**src/rtl/aes_word_cnt_csr.sv**
```systemverilog
// Per-channel AES word counters with an Avalon-MM CSR window, sticky overflow
// flags and a maskable overflow interrupt.
module aes_word_cnt_csr #(
  parameter int unsigned BASE_ADDR    = 'h1000,
  parameter int unsigned NUM_CH       = 3,
  parameter int unsigned CNT_WIDTH    = 8,
  parameter int unsigned ADDRESS_SIZE = 32,
  parameter int unsigned REG_SIZE     = 32,
  parameter bit          SATURATE     = 1'b0
) (
  input  logic                    clk,
  input  logic                    rst,
  input  logic [NUM_CH-1:0]       word_inc,
  input  logic [ADDRESS_SIZE-1:0] avs_address,
  input  logic                    avs_read,
  input  logic                    avs_write,
  input  logic [REG_SIZE-1:0]     avs_writedata,
  output logic [REG_SIZE-1:0]     avs_readdata,
  output logic                    avs_readdatavalid,
  output logic                    avs_waitrequest,
  output logic                    ovf_irq
);

  localparam logic [ADDRESS_SIZE-1:0] Base    = ADDRESS_SIZE'(BASE_ADDR);
  localparam logic [ADDRESS_SIZE-1:0] WinLast = ADDRESS_SIZE'(255);
  localparam logic [CNT_WIDTH-1:0]    CntMax  = '1;
  localparam logic [7:0]              OffCtrl = 8'h40;
  localparam logic [7:0]              OffStat = 8'h44;
  localparam logic [7:0]              OffMask = 8'h48;

  logic [ADDRESS_SIZE-1:0] rel;
  logic [7:0]              off;
  logic                    hit, wr_en, rd_en, clear;

  logic [CNT_WIDTH-1:0] cnt_q [NUM_CH];
  logic [CNT_WIDTH-1:0] cnt_d [NUM_CH];
  logic [NUM_CH-1:0]    ovf_q, ovf_d, ovf_set, w1c;
  logic [NUM_CH-1:0]    mask_q, mask_d;
  logic                 freeze_q, freeze_d;
  logic [REG_SIZE-1:0]  rdata_q, rdata_d;
  logic                 rvalid_q, irq_q;
  logic                 unused_wdata;

  assign rel   = avs_address - Base;
  assign off   = rel[7:0];
  // Window covers exactly 256 bytes above the base; sub-word addresses never hit.
  assign hit   = (avs_address >= Base) && (rel <= WinLast) && (rel[1:0] == 2'b00);
  assign wr_en = avs_write && hit;
  assign rd_en = avs_read && !avs_write;
  assign clear = wr_en && (off == OffCtrl) && avs_writedata[0];
  assign unused_wdata = ^avs_writedata;

  always_comb begin
    ovf_set = '0;
    for (int i = 0; i < int'(NUM_CH); i++) begin
      cnt_d[i] = cnt_q[i];
      if (clear) begin
        cnt_d[i] = '0;
      end else if (wr_en && (off == 8'(4 * i))) begin
        cnt_d[i] = avs_writedata[CNT_WIDTH-1:0];
      end else if (word_inc[i] && !freeze_q) begin
        if (cnt_q[i] == CntMax) begin
          ovf_set[i] = 1'b1;
          cnt_d[i]   = SATURATE ? CntMax : '0;
        end else begin
          cnt_d[i] = cnt_q[i] + 1'b1;
        end
      end
    end
  end

  always_comb begin
    w1c      = (wr_en && (off == OffStat)) ? avs_writedata[NUM_CH-1:0] : '0;
    // A new overflow in the same cycle wins over software clearing that bit.
    ovf_d    = clear ? '0 : ((ovf_q & ~w1c) | ovf_set);
    mask_d   = (wr_en && (off == OffMask)) ? avs_writedata[NUM_CH-1:0] : mask_q;
    freeze_d = (wr_en && (off == OffCtrl)) ? avs_writedata[1] : freeze_q;
  end

  always_comb begin
    rdata_d = '0;
    if (rd_en && hit) begin
      if (off == OffCtrl) begin
        rdata_d = REG_SIZE'({freeze_q, 1'b0});
      end else if (off == OffStat) begin
        rdata_d = REG_SIZE'(ovf_q);
      end else if (off == OffMask) begin
        rdata_d = REG_SIZE'(mask_q);
      end else begin
        for (int i = 0; i < int'(NUM_CH); i++) begin
          if (off == 8'(4 * i)) rdata_d = REG_SIZE'(cnt_q[i]);
        end
      end
    end
  end

  always_ff @(posedge clk or posedge rst) begin
    if (rst) begin
      for (int i = 0; i < int'(NUM_CH); i++) cnt_q[i] <= '0;
      ovf_q    <= '0;
      mask_q   <= '0;
      freeze_q <= 1'b0;
      rdata_q  <= '0;
      rvalid_q <= 1'b0;
      irq_q    <= 1'b0;
    end else begin
      for (int i = 0; i < int'(NUM_CH); i++) cnt_q[i] <= cnt_d[i];
      ovf_q    <= ovf_d;
      mask_q   <= mask_d;
      freeze_q <= freeze_d;
      rdata_q  <= rdata_d;
      rvalid_q <= rd_en;
      irq_q    <= |(ovf_q & mask_q);
    end
  end

  assign avs_readdata      = rdata_q;
  assign avs_readdatavalid = rvalid_q;
  assign avs_waitrequest   = 1'b0;
  assign ovf_irq           = irq_q;

endmodule

```
**config.mk**
```make
export PLATFORM = sky130hd
export DESIGN_NAME = aes_word_cnt_csr
export DESIGN_NICKNAME = d
export VERILOG_FILES = /design/src/rtl/aes_word_cnt_csr.sv
export SDC_FILE = /design/constraint.sdc
export NUM_CORES = 1
export LEC_CHECK = 0
export ABC_AREA = 1
export CAP_MARGIN = 20
export CORE_MARGIN = 2
export CORE_UTILIZATION = 43
export CTS_BUF_LIST = sky130_fd_sc_hd__clkbuf_8 sky130_fd_sc_hd__clkbuf_16
export DETAILED_ROUTE_END_ITERATION = 8
export PLACE_DENSITY_LB_ADDON = 0.08
export SYNTH_ARGS = -nofsm -noshare
export SYNTH_HDL_FRONTEND = slang
export SYNTH_SLANG_ARGS = --single-unit
```
**constraint.sdc**
```tcl
create_clock -name clk -period 1.5 [get_ports clk]
set_input_delay 0.3 -clock clk [delete_from_list [all_inputs] [get_ports clk]]
set_output_delay 0.3 -clock clk [all_outputs]
set_load 0.02 [all_outputs]
```
**Word level (Yosys, flattened, before mapping)**

Cells that the tools add are included.

- Bits of input ports: 71
- Output and inout port bits: 35
- Word-level logic and storage cells: 83
- Register bits after elaboration: 65

- Bitwise operators: 4
- Order comparisons: 2
- Reduce and logical (&&, ||, !) cells: 23
- Add/sub/neg operators: 4
- Equality and inequality tests: 8
- Muxes and demuxes: 33

Operator list:

| cell | number |
|---|---|
| 32-bit two-way mux | 6 |
| 8-bit two-way mux | 13 |
| 32-bit by 13-bit greater-or-equal comparator with 1-bit output, second input constant | 1 |
| 32-bit by 8-bit <= comparator with 1-bit output, second input constant | 1 |
| 32-bit by 13-bit subtractor with 32-bit output, second input constant | 1 |
| 8-bit by 1-bit adder with 8-bit output, second input constant | 3 |
| 8-bit by 7-bit == test with 1-bit output, second input constant | 3 |
| 8-bit == test, second input constant | 3 |
| 1-bit logical AND | 15 |
| 1-bit two-way mux | 12 |
| 3-bit nonzero test | 3 |
| 8-bit by 3-bit == test with 1-bit output, second input constant | 1 |
| 8-bit by 4-bit == test with 1-bit output, second input constant | 1 |
| 8-bit logical NOT | 1 |
| 3-bit AND | 2 |
| 3-bit two-way mux | 2 |
| 3-bit NOT | 1 |
| 3-bit OR | 1 |
| 3-bit OR reduction | 1 |
| 1-bit logical NOT | 2 |
| 2-bit logical NOT | 1 |

**Logic depth before layout (Yosys ltp)**

- Word-level depth: 11
- Gate-level depth with buffers: 15

**Worst setup path after synthesis**

No wires, ideal clock.

- Kind: in2reg
- From: input avs_address[18]
- To: register cnt_q[18] (netlist bit)
- Path slack: -387 ps
- Arrival time: 1,770 ps
- Stages: 13
- Library setup time: 117 ps
- Cells stage by stage: nor2_4 > nand2_1 > nor2_2 > nand3_2 > a21oi_4 > nand4_4 > nor2_8 > nand3_4 > buf_6 > nand2_4 > inv_2 > nand2_1 > nand2_1

- Cells in the longest elaborated chain, start to end: 8

RTL lines:

| item | line | RTL |
|---|---|---|
| from (decl) | 14 | `input logic [ADDRESS_SIZE-1:0] avs_address,` |
| 32-bit by 13-bit subtractor with 32-bit output | 44 | `assign rel = avs_address - Base;` |
| 32-bit by 8-bit <= comparator with 1-bit output | 47 | `assign hit = (avs_address >= Base) && (rel <= WinLast) && (rel[1:0] == 2'b00);` |
| 1-bit logical AND (*) (2 in a row) | 47 |  |
| 1-bit logical AND (*) | 48 | `assign wr_en = avs_write && hit;` |
| 1-bit logical AND (on tied branches) | 59, 50 |  |
| 8-bit two-way mux / 1-bit logical AND (equally long branches) | 59, 50 |  |
| 8-bit two-way mux / 3-bit nonzero test (equally long branches) | -- |  |
| to (decl) | 35 | `logic [CNT_WIDTH-1:0] cnt_q [NUM_CH];` |

Every way passes the cells marked *; elsewhere a longest branch is shown, timed or not.
A chain may end at the register's enable or synchronous reset.

**Final worst setup path**

- From: input avs_address[13]
- To: register cnt_q[23] (netlist bit)

The elaborated chain is that of the path after synthesis.

==> impl_metrics.py <==
metrics = {
    "cts": {
        "cts_tree": "built",
        "cts_made_buffers": 5,
        "h-tree-depth": 2,
        "cts_sinks": 41,
        "clock_path_buffers": 2,
        "clkSlewWorstSetupHoldPaths_ps": 90,
        "cts-root-buf": "clkbuf_8",
        "clk_latency_ps": 300,
    },
    "yosys": {
        "syn-mean-instance-area_um2": 6.60,
        "synthArstFlopShare_pct": 100,
        "yosys.cell_types.count": 37,
        "synth_top_area_share_pct": 30.6,
        "ys_top_cells_by_area": "dfrtp_1, nand2_1, nor2_1",
        "synth_edf_count": 0,
        "yosysTopAreaCell": "dfrtp_1",
        "synth_cells": 508,
        "yosys_most_used_dff": "dfrtp_1",
        "synth-seq-cells": 41,
        "ys_seq_area_share_pct": 30.6,
        "yosys_warnings": 0,
        "synth_area_mm2": 0.00335,
    },
    "place": {
        "dp_slack_ps": -1080,
        "io_buffers": 56,
        "detailed_place.area_mm2": 0.00458,
        "hpwl_um": 7650,
        "place.gp.congestion": 0.877,
    },
    "sta": {
        "fmax_mhz": 542,
        "hold_viol": 0,
        "holdWs_ps": 360,
        "tns_ps": -10010,
        "setup_viol": 39,
        "finClkSkew_ps": 4.43,
        "finalCritPeriodShare_pct": 123,
        "maxSlewViolCount": 0,
        "rsz0062_at_grt": "yes",
        "finalCriticalPeriod_ps": 1850,
        "setup_ws_ps": -347,
    },
    "detailed_routing": {
        "wl_per_cell_um": 13.8,
        "dr.pass1.iters": 4,
        "viasPerCell": 4.96,
        "antenna_left": 0,
        "drt_wl_total_um": 10600,
        "drtIter0Drc": 178,
        "drc": 0,
        "vias": 3789,
    },
    "critical_path": {
        "critPathBufInv": 6,
        "r2r_start": "cnt_q[16]",
        "cpPeakStageDelay_ps": 170,
        "cp_max_fo": 5,
        "crit_required_ps": 1690,
        "cp_slowest_cell": "nor2_8",
        "crit_type": "primary input to flip-flop",
        "path_delay_family": "simple AND/OR/NAND/NOR gates",
        "arrival_ps": 2040,
        "cp-start-kind": "primary input",
        "cp_cell_sequence": "buf_6 > nor2_4 > buf_4 > inv_1 > nor2_2 > a21oi_2 > a21oi_4 > buf_6 > nand4_4 > nor2_8 > nand3_4 > buf_6 > nand2_8 > inv_8 > nand2_2 > nand2_2",
        "end_kind": "flip-flop",
        "crit_top_cell": "buf_6",
        "crit_path_start": "avs_address[13]",
    },
    "die": {
        "core-area_mm2": 0.00765,
        "rows": 32,
        "die-area_mm2": 0.00851,
        "die_w_um": 92.3,
        "die_y_um": 92.3,
        "io-pin-count": 106,
        "start_util_pct": 43.8,
    },
    "status": {
        "outcome": "complete, but fails checks",
        "violations": "negative setup slack",
    },
    "cells_and_area": {
        "layout-area-overhead-vs-synth_pct": 55.0,
        "drive_gt1_share_pct": 35.2,
        "diodes": 0,
        "nets": 735,
        "final_area_mm2": 0.00519,
        "final_core_util_pct": 67.9,
    },
    "hold_path": {
        "worstHoldPathType": "primary input to asynchronous set/reset pin",
    },
    "pwr": {
        "power.density_mw_per_mm2": 841,
        "p_leak_nw": 2.65,
        "vdd_drop_max_mv": 0.565,
    },
    "global_route": {
        "grt_pass1_vias": 3699,
        "grt_max_degree": 42,
        "grtUsageTotal_pct": 25.3,
        "grt_pass1_wl_um": 17400,
        "overflow": 0,
        "antenna_found_initial": 0,
    },
    "job": {
        "drv_cap": 0,
    },
}
cell usage in the layout, fill, tap and decap left out, types with 4 or more instances in the layout:
master,instances
clkdlybuf4s15_1,6
nand2_4,5
a211oi_2,6
dlygate4sd2_1,15
clkbuf_8,6
buf_4,69
xor2_1,5
a21oi_2,6
xnor2_1,4
inv_1,57
buf_6,31
nand3_2,11
a21oi_1,8
buf_2,11
conb_1,25
o21ai_0,6
nor2_1,40
dfrtp_1,41
nand4_1,14
nand2_2,21
nor2_2,16
clkdlybuf4s50_1,16
nand2_1,136
nor2_4,13
o21ai_1,7
a221oi_1,4
nand3_1,35
logic make-up after synthesis:
logic type | synth area share [%]
DFF | 30.6
and+or+nand+nor | 43.2
adders and majority gates | 1.12
xor gates and xnor gates | 2.35
other | 0.112
buffers and inverters | 13.9
AOI/OAI and AO/OA | 8.63
through the flow:
| stage | total power [mW] | cells |
|---|---|---|
| floorplan | 2.51 | 532 |
| global placement | 3.16 | 738 |
| detailed placement | 3.21 | 738 |
| CTS | 4.26 | 759 |
| global route | 4.66 | 764 |
| finish | 4.37 | 764 |
worst paths after layout:
| check | to | depth (start not counted) | slack (ps) |
|---|---|---|---|
| setup / recovery | cnt_q[23] | 16 | -350 |
| setup reg to reg | ovf_q[0] | 8 | -190 |
| hold / removal | cnt_q[3] | 3 | 360 |
| min in group clk | cnt_q[7] | 2 | 510 |
| max in group asynchronous | cnt_q[23] | 3 | 940 |
| hold reg to reg | cnt_q[7] | 2 | 510 |
per-layer routing:
layer	track usage [%]	routed length, µm	vias to the layer above
met5	0	0	-
li1	-	-	1892
met2	43.6	5280	101
met1	33.9	4730	1781
met3	3.86	440	15
met4	4.98	125	0
worst reg2reg max path: stages, from the launching register on:
cell	delay, ps
dfrtp_1	400
ha_1	190
nand3_1	130
inv_1	90
nand4_1	90
or2_2	340
nor2_1	140
nand2_1	110
a21oi_2	140
power by group:
part | total (mW) | internal [mW] | switching, mW | leakage [nW]
registers | 1.53 | 1.32 | 0.205 | 0.531
clock network | 0.967 | 0.542 | 0.425 | 0.0574
logic | 1.87 | 0.893 | 0.980 | 2.06
Yosys cell counts (2+ instances only):
library cell	count
nor2_1	62
a221oi_1	5
nand2_4	2
o21ai_1	3
inv_2	2
inv_1	60
nor3_1	7
a211oi_1	6
xor2_1	5
a21oi_1	14
xnor2_1	4
nand4_1	14
nand2_2	3
nor2_2	5
dfrtp_1	41
o21ai_0	13
ha_1	3
buf_4	26
nand3_1	45
or2_2	6
nand2_1	158
nor2_4	2
clkinv_1	2
buf_6	2
o22ai_1	4
nand4_4	3
cell type report:
class                      count  area (µm²)
clock inverter                 2        37.5
tap                          102         128
timing repair buffer         152        1350
inverter                      64         251
multi-input combinational    397        2320
fill                         674        2450
clock buffer                   6        82.6
sequential                    41        1030
registers in the layout, summed over array words and instances (netlist names):
register,cells
ovf_irq,1
freeze_q,1
ovf_q,3
avs_readdatavalid,1
avs_readdata,8
mask_q,3
cnt_q,24
timing repair:
action / CTS / global route
setup endpoints to repair: 49 / 39
setup buffers: 14 / 4
pin swaps: 63 / 32
gates resized for setup: 193 / 45
hold buffers: 0 / 0
cloned: 2 / 1
(Power assumes the default switching activity.)
